===== config.mk =====
export PLATFORM = sky130hd
export DESIGN_NAME = fp_matrix_loader
export DESIGN_NICKNAME = d
export VERILOG_FILES = /design/src/rtl/fp_matrix_loader.sv
export SDC_FILE = /design/constraint.sdc
export NUM_CORES = 1
export LEC_CHECK = 0
export CORE_ASPECT_RATIO = 0.8
export CORE_UTILIZATION = 35
export CTS_CLUSTER_SIZE = 30
export DETAILED_ROUTE_END_ITERATION = 16
export DONT_BUFFER_PORTS = 1
export MAX_ROUTING_LAYER = met4
export PLACE_DENSITY_LB_ADDON = 0.08
export SETUP_SLACK_MARGIN = 0.15
export SYNTH_ARGS = -nofsm -noshare
export SYNTH_HDL_FRONTEND = slang
export SYNTH_SLANG_ARGS = --single-unit

===== constraint.sdc =====
create_clock -name clk -period 6.95 [get_ports clk]
set_clock_uncertainty 0.05 [all_clocks]
set_input_delay 0.3475 -clock clk [delete_from_list [all_inputs] [get_ports clk]]
set_output_delay 0.3475 -clock clk [all_outputs]
set_load 0.05 [all_outputs]

===== src/rtl/fp_matrix_loader.sv =====
// Loads a dim x dim matrix of 32-bit words from Avalon memory into a local RAM.
// A custom instruction starts the load, and an Avalon-slave read acknowledges completion.
module fp_matrix_loader #(
  parameter int ADDR_WIDTH      = 24,
  parameter int MAX_DIM         = 32,
  parameter int RAM_AW          = 10,
  parameter int MAX_OUTSTANDING = 8
) (
  input  logic                  clk,
  input  logic                  reset_n,
  input  logic                  ci_start,
  input  logic [31:0]           ci_dataa,
  input  logic [31:0]           ci_datab,
  output logic                  ci_done,
  output logic [31:0]           ci_result,
  output logic [ADDR_WIDTH-1:0] avm_address,
  output logic                  avm_read,
  input  logic [31:0]           avm_readdata,
  input  logic                  avm_readdatavalid,
  input  logic                  avm_waitrequest,
  output logic [RAM_AW-1:0]     ram_wraddr,
  output logic [31:0]           ram_wdata,
  output logic                  ram_wren,
  input  logic                  avs_read,
  output logic [31:0]           avs_readdata,
  output logic                  irq
);

  // state | meaning
  // IDLE  | waiting for a load command
  // LOAD  | issuing reads and writing returned words into the RAM
  // DRAIN | aborted; discarding reads that are still in flight
  // DONE  | matrix loaded, irq raised until the slave read acknowledges it
  typedef enum logic [1:0] {IDLE, LOAD, DRAIN, DONE} state_t;

  localparam int              OW        = $clog2(MAX_OUTSTANDING + 1);
  localparam logic [OW-1:0]   MAX_OUT_C = OW'(MAX_OUTSTANDING);
  localparam logic [7:0]      MAX_DIM_C = 8'(MAX_DIM);
  localparam logic [31:0]     CMD_ABORT = 32'hFFFF_FFFF;
  localparam logic [31:0]     RES_READY = 32'd0;
  localparam logic [31:0]     RES_BUSY  = 32'd1;
  localparam logic [31:0]     RES_DONE  = 32'd3;
  localparam logic [31:0]     RES_DIM   = 32'd5;
  localparam logic [31:0]     RES_ABORT = 32'd6;
  localparam logic [31:0]     RES_START = 32'd99;

  state_t                state, state_next;
  logic [7:0]            dim_q;
  logic [7:0]            col;
  logic [ADDR_WIDTH-1:0] stride;
  logic [ADDR_WIDTH-1:0] row_base;
  logic [15:0]           total;
  logic [15:0]           issued;
  logic [15:0]           issued_next;
  logic [15:0]           load_idx;
  logic [OW-1:0]         outstanding;
  logic [OW-1:0]         out_next;

  logic [7:0]            cmd_dim;
  logic [15:0]           cmd_stride;
  logic [15:0]           eff_stride;
  logic                  cmd_abort;
  logic                  dim_ok;
  logic                  accept;
  logic                  rsp;
  logic                  load_done;
  logic                  read_next;

  logic                  start_ok;
  logic                  abort;
  logic [31:0]           ci_code;

  logic                  unused_dataa;
  assign unused_dataa = ^ci_dataa[31:ADDR_WIDTH];

  assign cmd_dim    = ci_datab[7:0];
  assign cmd_stride = ci_datab[23:8];
  assign cmd_abort  = (ci_datab == CMD_ABORT);
  assign dim_ok     = (cmd_dim >= 8'd2) && (cmd_dim <= MAX_DIM_C);
  // A zero stride means rows are packed back to back.
  assign eff_stride = (cmd_stride == 16'd0) ? {6'd0, cmd_dim, 2'b00} : cmd_stride;

  assign accept      = avm_read & ~avm_waitrequest;
  assign rsp         = avm_readdatavalid & (outstanding != '0) &
                       ((state == LOAD) | (state == DRAIN));
  assign out_next    = outstanding + OW'(accept) - OW'(rsp);
  assign issued_next = issued + 16'(accept);
  assign load_done   = ram_wren && (load_idx == total);

  always_ff @(posedge clk or negedge reset_n) begin
    if (!reset_n) state <= IDLE;
    else          state <= state_next;
  end

  always_comb begin
    state_next = state;
    case (state)
      IDLE:    if (start_ok)          state_next = LOAD;
      LOAD:    if (abort)             state_next = DRAIN;
               else if (load_done)    state_next = DONE;
      DRAIN:   if (outstanding == '0) state_next = IDLE;
      DONE:    if (avs_read)          state_next = IDLE;
      default:                        state_next = IDLE;
    endcase
  end

  always_comb begin
    ci_code  = RES_READY;
    start_ok = 1'b0;
    abort    = 1'b0;
    case (state)
      IDLE: begin
        if (cmd_abort || cmd_dim < 8'd2) ci_code = RES_READY;
        else if (!dim_ok)                ci_code = RES_DIM;
        else begin
          ci_code  = RES_START;
          start_ok = ci_start;
        end
      end
      LOAD: begin
        ci_code = cmd_abort ? RES_ABORT : RES_BUSY;
        abort   = ci_start & cmd_abort;
      end
      DRAIN:   ci_code = RES_BUSY;
      DONE:    ci_code = RES_DONE;
      default: ci_code = RES_READY;
    endcase
  end

  // A stalled request is held untouched; otherwise issue while reads remain and credit allows.
  always_comb begin
    read_next = 1'b0;
    if (state == LOAD && !abort) begin
      if (avm_read && avm_waitrequest) read_next = 1'b1;
      else read_next = (issued_next < total) && (out_next < MAX_OUT_C);
    end
  end

  always_ff @(posedge clk or negedge reset_n) begin
    if (!reset_n) begin
      ci_done      <= 1'b0;
      ci_result    <= '0;
      avm_address  <= '0;
      avm_read     <= 1'b0;
      ram_wraddr   <= '0;
      ram_wdata    <= '0;
      ram_wren     <= 1'b0;
      avs_readdata <= '0;
      irq          <= 1'b0;
      dim_q        <= '0;
      col          <= '0;
      stride       <= '0;
      row_base     <= '0;
      total        <= '0;
      issued       <= '0;
      load_idx     <= '0;
      outstanding  <= '0;
    end else begin
      ci_done   <= ci_start;
      ci_result <= ci_start ? ci_code : '0;
      avm_read  <= read_next;
      ram_wren  <= 1'b0;

      if (start_ok) begin
        dim_q       <= cmd_dim;
        stride      <= ADDR_WIDTH'(eff_stride);
        total       <= 16'(cmd_dim) * 16'(cmd_dim);
        row_base    <= ci_dataa[ADDR_WIDTH-1:0];
        avm_address <= ci_dataa[ADDR_WIDTH-1:0];
        col         <= '0;
        issued      <= '0;
        load_idx    <= '0;
        outstanding <= '0;
      end else begin
        outstanding <= out_next;
        if (accept) begin
          issued <= issued_next;
          if (col == dim_q - 8'd1) begin
            col         <= '0;
            row_base    <= row_base + stride;
            avm_address <= row_base + stride;
          end else begin
            col         <= col + 8'd1;
            avm_address <= avm_address + ADDR_WIDTH'(4);
          end
        end
        if (rsp && state == LOAD) begin
          ram_wren   <= 1'b1;
          ram_wdata  <= avm_readdata;
          ram_wraddr <= load_idx[RAM_AW-1:0];
          load_idx   <= load_idx + 16'd1;
        end
      end

      if (state == LOAD && state_next == DONE) begin
        irq          <= 1'b1;
        avs_readdata <= {16'h0, load_idx};
      end else if (state == DONE && avs_read) begin
        irq <= 1'b0;
      end
    end
  end

endmodule


### Word-level counts from Yosys, hierarchy flattened

Cells that the tools add are included.

* bits in registers: 228
* word-level logic and storage cells: 102

* add/subtract/negate cells: 8
* multipliers: 1
* order comparisons: 5
* eq/ne operators: 7
* mux-type cells: 36
* bitwise operators: 7
* reduce and logical (&&, ||, !) cells: 20

Operators with widths (count)
* 24-bit 2-to-1 mux: 6
* 32-bit one-hot mux with 4 select lines: 1
* 16-bit 2-to-1 mux: 5
* 32-bit == test, second input constant: 1
* 32-bit 2-to-1 mux: 1
* 24-bit by 16-bit adder with 24-bit output: 1
* 24-bit by 3-bit adder with 24-bit output, second input constant: 1
* 8-bit 2-to-1 mux: 3
* 16-bit by 1-bit adder with 16-bit output: 1
* 16-bit by 1-bit adder with 16-bit output, second input constant: 1
* 16-bit == test: 1
* 16-bit zero test: 1
* 16-bit less-than comparator: 1
* 8-bit by 8-bit multiplier with 16-bit output: 1
* 7-bit 2-to-1 mux: 2
* 1-bit 2-to-1 mux: 10
* 2-bit 2-to-1 mux: 5
* 8-bit by 1-bit adder with 8-bit output, second input constant: 1
* 8-bit == test: 1
* 8-bit by 2-bit greater-or-equal comparator with 1-bit output, second input constant: 1
* 8-bit by 6-bit <= comparator with 1-bit output, second input constant: 1
* 1-bit logical AND: 8
* 8-bit by 2-bit less-than comparator with 1-bit output, second input constant: 1
* 2-bit one-hot mux with 4 select lines: 1
* 18 further kinds: 28

### Longest topological paths before layout

Gate-level depths: netlist of the first run.

* word-level depth: 10
* gate-level depth with buffers: 18
* gate-level depth less buffers: 17

### Worst setup path before layout of the first run

OpenSTA, ideal clock, no wires.

* path kind: input port to flip-flop
* start: in ci_datab[5]
* end: reg total[15]
* arrival time: 4.454 ns
* data required time: 6.767 ns
* slack: 2.313 ns
* stages on the path: 14
* buffers on the path: 1
* cells stage by stage: clkbuf_1 > inv_1 > nor2_1 > fa_1 > fa_1 > inv_1 > fa_1 > fa_1 > inv_1 > ha_1 > a2111oi_0 > o311ai_0 > a21oi_1 > o21ai_0

* cells in the longest elaborated chain, start to end: 5
* elaborated cells between the ends (all ways): 10

RTL lines
* start, declared: line 13 `input logic [31:0] ci_datab,`
* parallel branches: the longest is 5 deep, another holds 8-bit by 8-bit multiplier with 16-bit output
* end signal, assigned: line 167 `total <= 16'(cmd_dim) * 16'(cmd_dim);`
* end, declared: line 52 `logic [15:0] total;`

Parallel ways; which one is timed is not known.
A chain may end at the register's enable or synchronous reset.

### Worst setup path after layout of the first run

Same ends and word-level chain as after synthesis.

==> results.cfg, run 1 <==
[detailed_routing]
drc = 0
drt_wl_total_um = 34500
wl_per_cell_um = 18.4
via_per_inst = 5.12
drt.antenna.violating_nets = 0
drt_iter0_markers = 559
drt_pre_antenna_iters = 5
vias = 9561

[place]
gp_congestion = 0.806
place_ws_ps = 2180
hpwl_um = 24000
io_buffer_count = 0

[job]
maxCapViolations = 0

[sta]
worst_slack_ps = 2610
drv_slew = 0
slew_headroom_pct = 25.0
finalSetupViolCount = 0
clock.fmax_mhz = 230
tns_ps = 0
rsz0062_at_grt = no
tightest_slew_ps = 1120
hold_violations = 0
finalCritPeriodShare_pct = 62.5
fin_crit_ps = 4340

[clocking]
cts_buffer_depth = 2
post_cts_buffers = 0
worstSkewPairLatency_ps = 470
cts_resized = 0
cts_buffers = 17
cts_tree = yes
path_clk_slew_ps = 70
clock-sinks = 198
htreeDepth = 4
clock-root-buffer = clkbuf_16

[min_path]
hold_start = ci_dataa[13]
hold_class = primary input to flop
worst_hold_path.num_cells = 2
min_to = row_base[13]

[logic_synthesis]
synth_top_area_share_pct = 38.5
ys_top_cells_by_count = dfrtp_1, nand2_1, inv_1, o21ai_0, nor2_1
synthCells = 1346
synthArstFlopShare_pct = 100
yosys_warnings = 0
synth_edf_count = 0
yosysUniqueCellTypes = 78
synth.area.top_cells = dfrtp_1, ha_1, mux2_2, fa_1, nand2_1
ys.flop_type = dfrtp_1
ys_seq_area_share_pct = 38.5
synth_largest_area_cell = dfrtp_1
synth.avg_cell_area_um2 = 9.55
ys_seq_elements = 198
synth.cell_area_um2 = 12900
yosysMostFrequentCell = dfrtp_1

[worst_setup_path]
worst_r2r_endpoint = avm_read
crit_slowest_cell = a2111oi_0
crit_required_ps = 7230
crit_type = primary input to flop
crit_path_frequent_cell = fa_1
crit_arrival_ps = 4620
slowest_delay_ps = 870
r2r_setup_slack_ps = 2640
crit_path_start_kind = primary input
cp_cell_sequence = inv_1, nor2_1, fa_1, fa_1, inv_1, fa_1, fa_1, inv_1, ha_1, a2111oi_0, o311ai_0, a21oi_1, o21ai_0
worstReg2RegStart = avm_read
critPathMaxFanout = 13
r2r_cells = 12
critPathCaptureType = flop

[floorplan]
die_area_um2 = 37500
rows = 62
die_x_um = 216
pin_count = 236
coreArea_um2 = 36100
floorplan.initialDensity_pct = 35.6
fp.dieH_um = 173

[final_layout]
post-route-util_pct = 39.8
nNetsFinal = 1579
synthToLayoutAreaGrowth_pct = 11.5
fillers = 3596
drive_above_1_share_pct = 9.51

[global_routing]
grt_first_pass_wirelength_um = 54500
grt_usage_pct = 19.2
grt_max_degree = 199
antenna_found_initial = 1
grt_pass1_vias = 9509
overflow = 0

[power]
ir_drop_mv = 0.252
powerDensity_nw_per_um2 = 280
p_leak_nw = 6.66

[status]
status = finished, final reports clean
-- timing repair --
action,4_1_cts,5_1_grt
hold buffers,63,0
hold endpoints to repair,273,0
setup endpoints to repair,0,0
-- critical path, delay by kind of cell --
kind / cells / cell delay (ps)
adder cells (fa/ha/maj): 5 / 2410
AO/OA/AOI/OAI: 4 / 1470
AND/OR/NAND/NOR: 1 / 210
buffers and inverters: 3 / 170
-- logic make-up (layout without fill, tap and decap cells) --
group	Yosys count	after routing	synth area share, %
other	1	44	0.0292
muxes	75	75	6.72
AOI/OAI and AO/OA	270	270	13.5
DFF	198	198	38.5
xor gates and xnor gates	109	109	7.42
and+or+nand+nor	402	402	15.2
buffers and inverters	189	189	7.13
adders and majority gates	102	102	11.5
-- stage by stage --
step | total power (W) | cells | instance area, um2 | hold WS, ps
6_report | 0.00402 | 1869 | 14300 | 24.0
2_1_floorplan | 0.00265 | 1388 | 13000 | 1.91
5_1_grt | 0.00429 | 1869 | 14300 | 5.86
3_3_place_gp | 0.00295 | 1773 | 13100 | 5.91
3_5_place_dp | 0.00295 | 1773 | 13100 | 6.56
4_1_cts | 0.00407 | 1868 | 14300 | 1.79
-- state kept, by name, indices dropped and copies added (netlist names), 10 cells and up --
register / flops
stride: 16
avm_address: 24
ram_wdata: 32
issued: 16
avs_readdata: 16
ram_wraddr: 10
row_base: 24
total: 14
load_idx: 16
-- layer usage --
layer / GRT usage, % / wire, um / vias to the layer above
li1: - / - / 4660
met1: 26.7 / 17000 / 4641
met2: 27.6 / 14800 / 228
met3: 4.58 / 1950 / 32
met4: 5.37 / 669 / 0
met5: - / 0 / -
-- area by class of cell --
class | count | area [um2] | share of cell area, %
clock inverter | 14 | 160 | 1.12
tap | 480 | 601 | 4.19
antenna | 1 | 2.50 | 0.0174
inverter | 87 | 329 | 2.29
timing repair buffer | 70 | 701 | 4.89
sequential | 198 | 4950 | 34.5
clock buffer | 18 | 439 | 3.06
multi-input combinational | 1001 | 7160 | 49.9
-- how the worst max path moves through the flow --
stage                      to  cells past startpoint  slack [ps]        start
floorplan           total[15]                     14        2310  ci_datab[5]
global placement    total[15]                     13        2240  ci_datab[5]
detailed placement  total[15]                     13        2180  ci_datab[5]
CTS                  avm_read                     12        2540     avm_read
global route         avm_read                     12        2300     avm_read
finish              total[15]                     13        2610  ci_datab[5]
-- placed cells by master, fill, tap and decap left out, types with 22 or more instances in the layout --
cell and n:
ha_1 75, dlygate4sd3_1 62, and2_1 28, a21oi_1 64, inv_1 86, nand4_1 23
conb_1 43, nor2_1 84, mux2_2 55, xor2_1 53, dfrtp_1 198, nand2_1 137
fa_1 27, nor3_1 22, nand3_1 36, o21ai_0 87, xnor2_1 56
-- where the power goes --
part	internal [W]	switching, W	total (W)
Combinational	0.000531	0.000740	0.00127
Sequential	0.00131	0.000400	0.00171
Clock	0.000523	0.000513	0.00104
Note: power is estimated with default switching activity, not from simulation.
==> inputs of run 2 (changes only) <==
==> constraint.sdc (replaced) <==
create_clock -name clk -period 4.4 [get_ports clk]
set_clock_uncertainty 0.05 [all_clocks]
set_input_delay 0.22 -clock clk [delete_from_list [all_inputs] [get_ports clk]]
set_output_delay 0.22 -clock clk [all_outputs]
set_load 0.05 [all_outputs]
==> results.cfg, run 2 (synthesis gave the netlist of run 1 again) <==
[floorplan]
coreArea_um2 = 36100
die_x_um = 216
pin_count = 236
die_area_um2 = 37500
fp.dieH_um = 173
rows = 62
floorplan.initialDensity_pct = 35.6

[global_routing]
antenna_found_initial = 2
grt_first_pass_wirelength_um = 55400
grt_usage_pct = 19.6
grt_pass1_vias = 9435
overflow = 0
grt_max_degree = 199

[clocking]
clock-sinks = 198
cts_resized = 0
cts_buffers = 17
cts_buffer_depth = 2
clock-root-buffer = clkbuf_16
htreeDepth = 4
worstSkewPairLatency_ps = 480
post_cts_buffers = 0
cts_tree = yes
path_clk_slew_ps = 70
hold_buffers = 84

[sta]
tightest_slew_ps = 1060
hold_violations = 198
worst_slack_ps = 493
finalCritPeriodShare_pct = 88.8
fin_crit_ps = 3910
fin_hold_ws_ps = -609
tns_ps = 0
finalSetupViolCount = 0
clock.fmax_mhz = 256
rsz0062_at_grt = no
slew_headroom_pct = 29.4
drv_slew = 0

[place]
hpwl_um = 24400
io_buffer_count = 0
place_ws_ps = 191
gp_congestion = 0.844

[status]
violations = negative hold slack
status = finished, violations left

[final_layout]
fillers = 3512
multiInputGateArea_um2 = 7170
top_regs = ram_wdata x32, avm_address x24, row_base x24
largest_register_ffs = 32
largest_register = ram_wdata
nNetsFinal = 1609
ff_latch_area_um2 = 4950
synthToLayoutAreaGrowth_pct = 13.8
drive_above_1_share_pct = 10.0
final_common_cell = dfrtp_1
layout_common_cells = dfrtp_1, nand2_1, o21ai_0

[detailed_routing]
drt_iter0_markers = 598
vias = 9565
drt_pre_antenna_iters = 5
wl_per_cell_um = 18.3
drc = 0
drt_wl_total_um = 34900
via_per_inst = 5.03
drt.antenna.violating_nets = 0

[worst_setup_path]
critPathMaxFanout = 3
critPathCaptureType = flop
crit_path_start_kind = flop
crit_required_ps = 4760
crit_type = flop to flop
crit_arrival_ps = 4260

[job]
maxCapViolations = 0

[power]
p_leak_nw = 6.80
powerDensity_nw_per_um2 = 441
ir_drop_mv = 0.474

[min_path]
hold_class = primary input to asynchronous set/reset pin
==> run 2: cell count changes in the layout (fill, tap and decap cells not counted), sizes merged <==
cell / delta
dlygate4sd3: +22
buf: +8
bufinv: +1
clkinv: -1
diode: +1
==> run 2: final cells by class <==
cell class | count | share of cell area [%]
antenna | 2 | 0.0342
clock buffer | 18 | 3.00
clock inverter | 14 | 1.22
inverter | 87 | 2.25
multi-input combinational | 1001 | 49.0
sequential | 198 | 33.9
tap | 480 | 4.10
timing repair buffer | 100 | 6.57
==> run 2: worst max-delay path, cell delays in order (launching register included) <==
cell and delay [ps]:
dfrtp_1 350, nor2b_2 220, ha_1 240, nand2_1 100, nor4_1 590, and3_1 300
xor2_1 230, ha_1 280, nand4_1 120, nor2_1 60, a2111oi_0 520, o211ai_1 170
a31oi_1 400, o211a_1 220
==> run 2: through the flow <==
stage	instance area, um2	hold slack (ps)	power (W)	instances	util (%)
2_1_floorplan	13000	-126	0.00421	1388	-
3_3_place_gp	13200	-122	0.00472	1782	36.5
3_5_place_dp	13200	-121	0.00472	1782	36.5
4_1_cts	14600	-636	0.00653	1898	40.6
5_1_grt	14600	-639	0.00690	1900	40.6
6_report	14600	-609	0.00645	1900	40.6
==> run 2: final timing paths <==
kind / startpoint / to / slack [ps] / cells past startpoint
min in group clk: ci_dataa[9] / row_base[9] / 30 / 3
hold reg to reg: stride[10] / stride[10] / 450 / 2
setup / recovery: avm_read / avm_read / 490 / 13
hold / removal: reset_n / ram_wraddr[8] / -610 / 0
max in group asynchronous: reset_n / ci_result[1] / 4460 / 0
setup reg to reg: avm_read / avm_read / 490 / 13
==> run 2: power breakdown <==
group / internal (W) / switching (W) / leakage [nW]
clock: 0.000882 / 0.000819 / 0.300
sequential: 0.00207 / 0.000574 / 2.60
combinational: 0.000889 / 0.00122 / 3.90
total: 0.00384 / 0.00261 / 6.80
==> run 2: per-layer routing <==
layer / vias to the layer above / global-route usage, % / share of wire [%]
met5: - / - / 0
met4: 0 / 4.23 / 0.88
met3: 18 / 4.25 / 4.9
met2: 211 / 27.8 / 43
met1: 4611 / 28.5 / 51
li1: 4725 / - / -
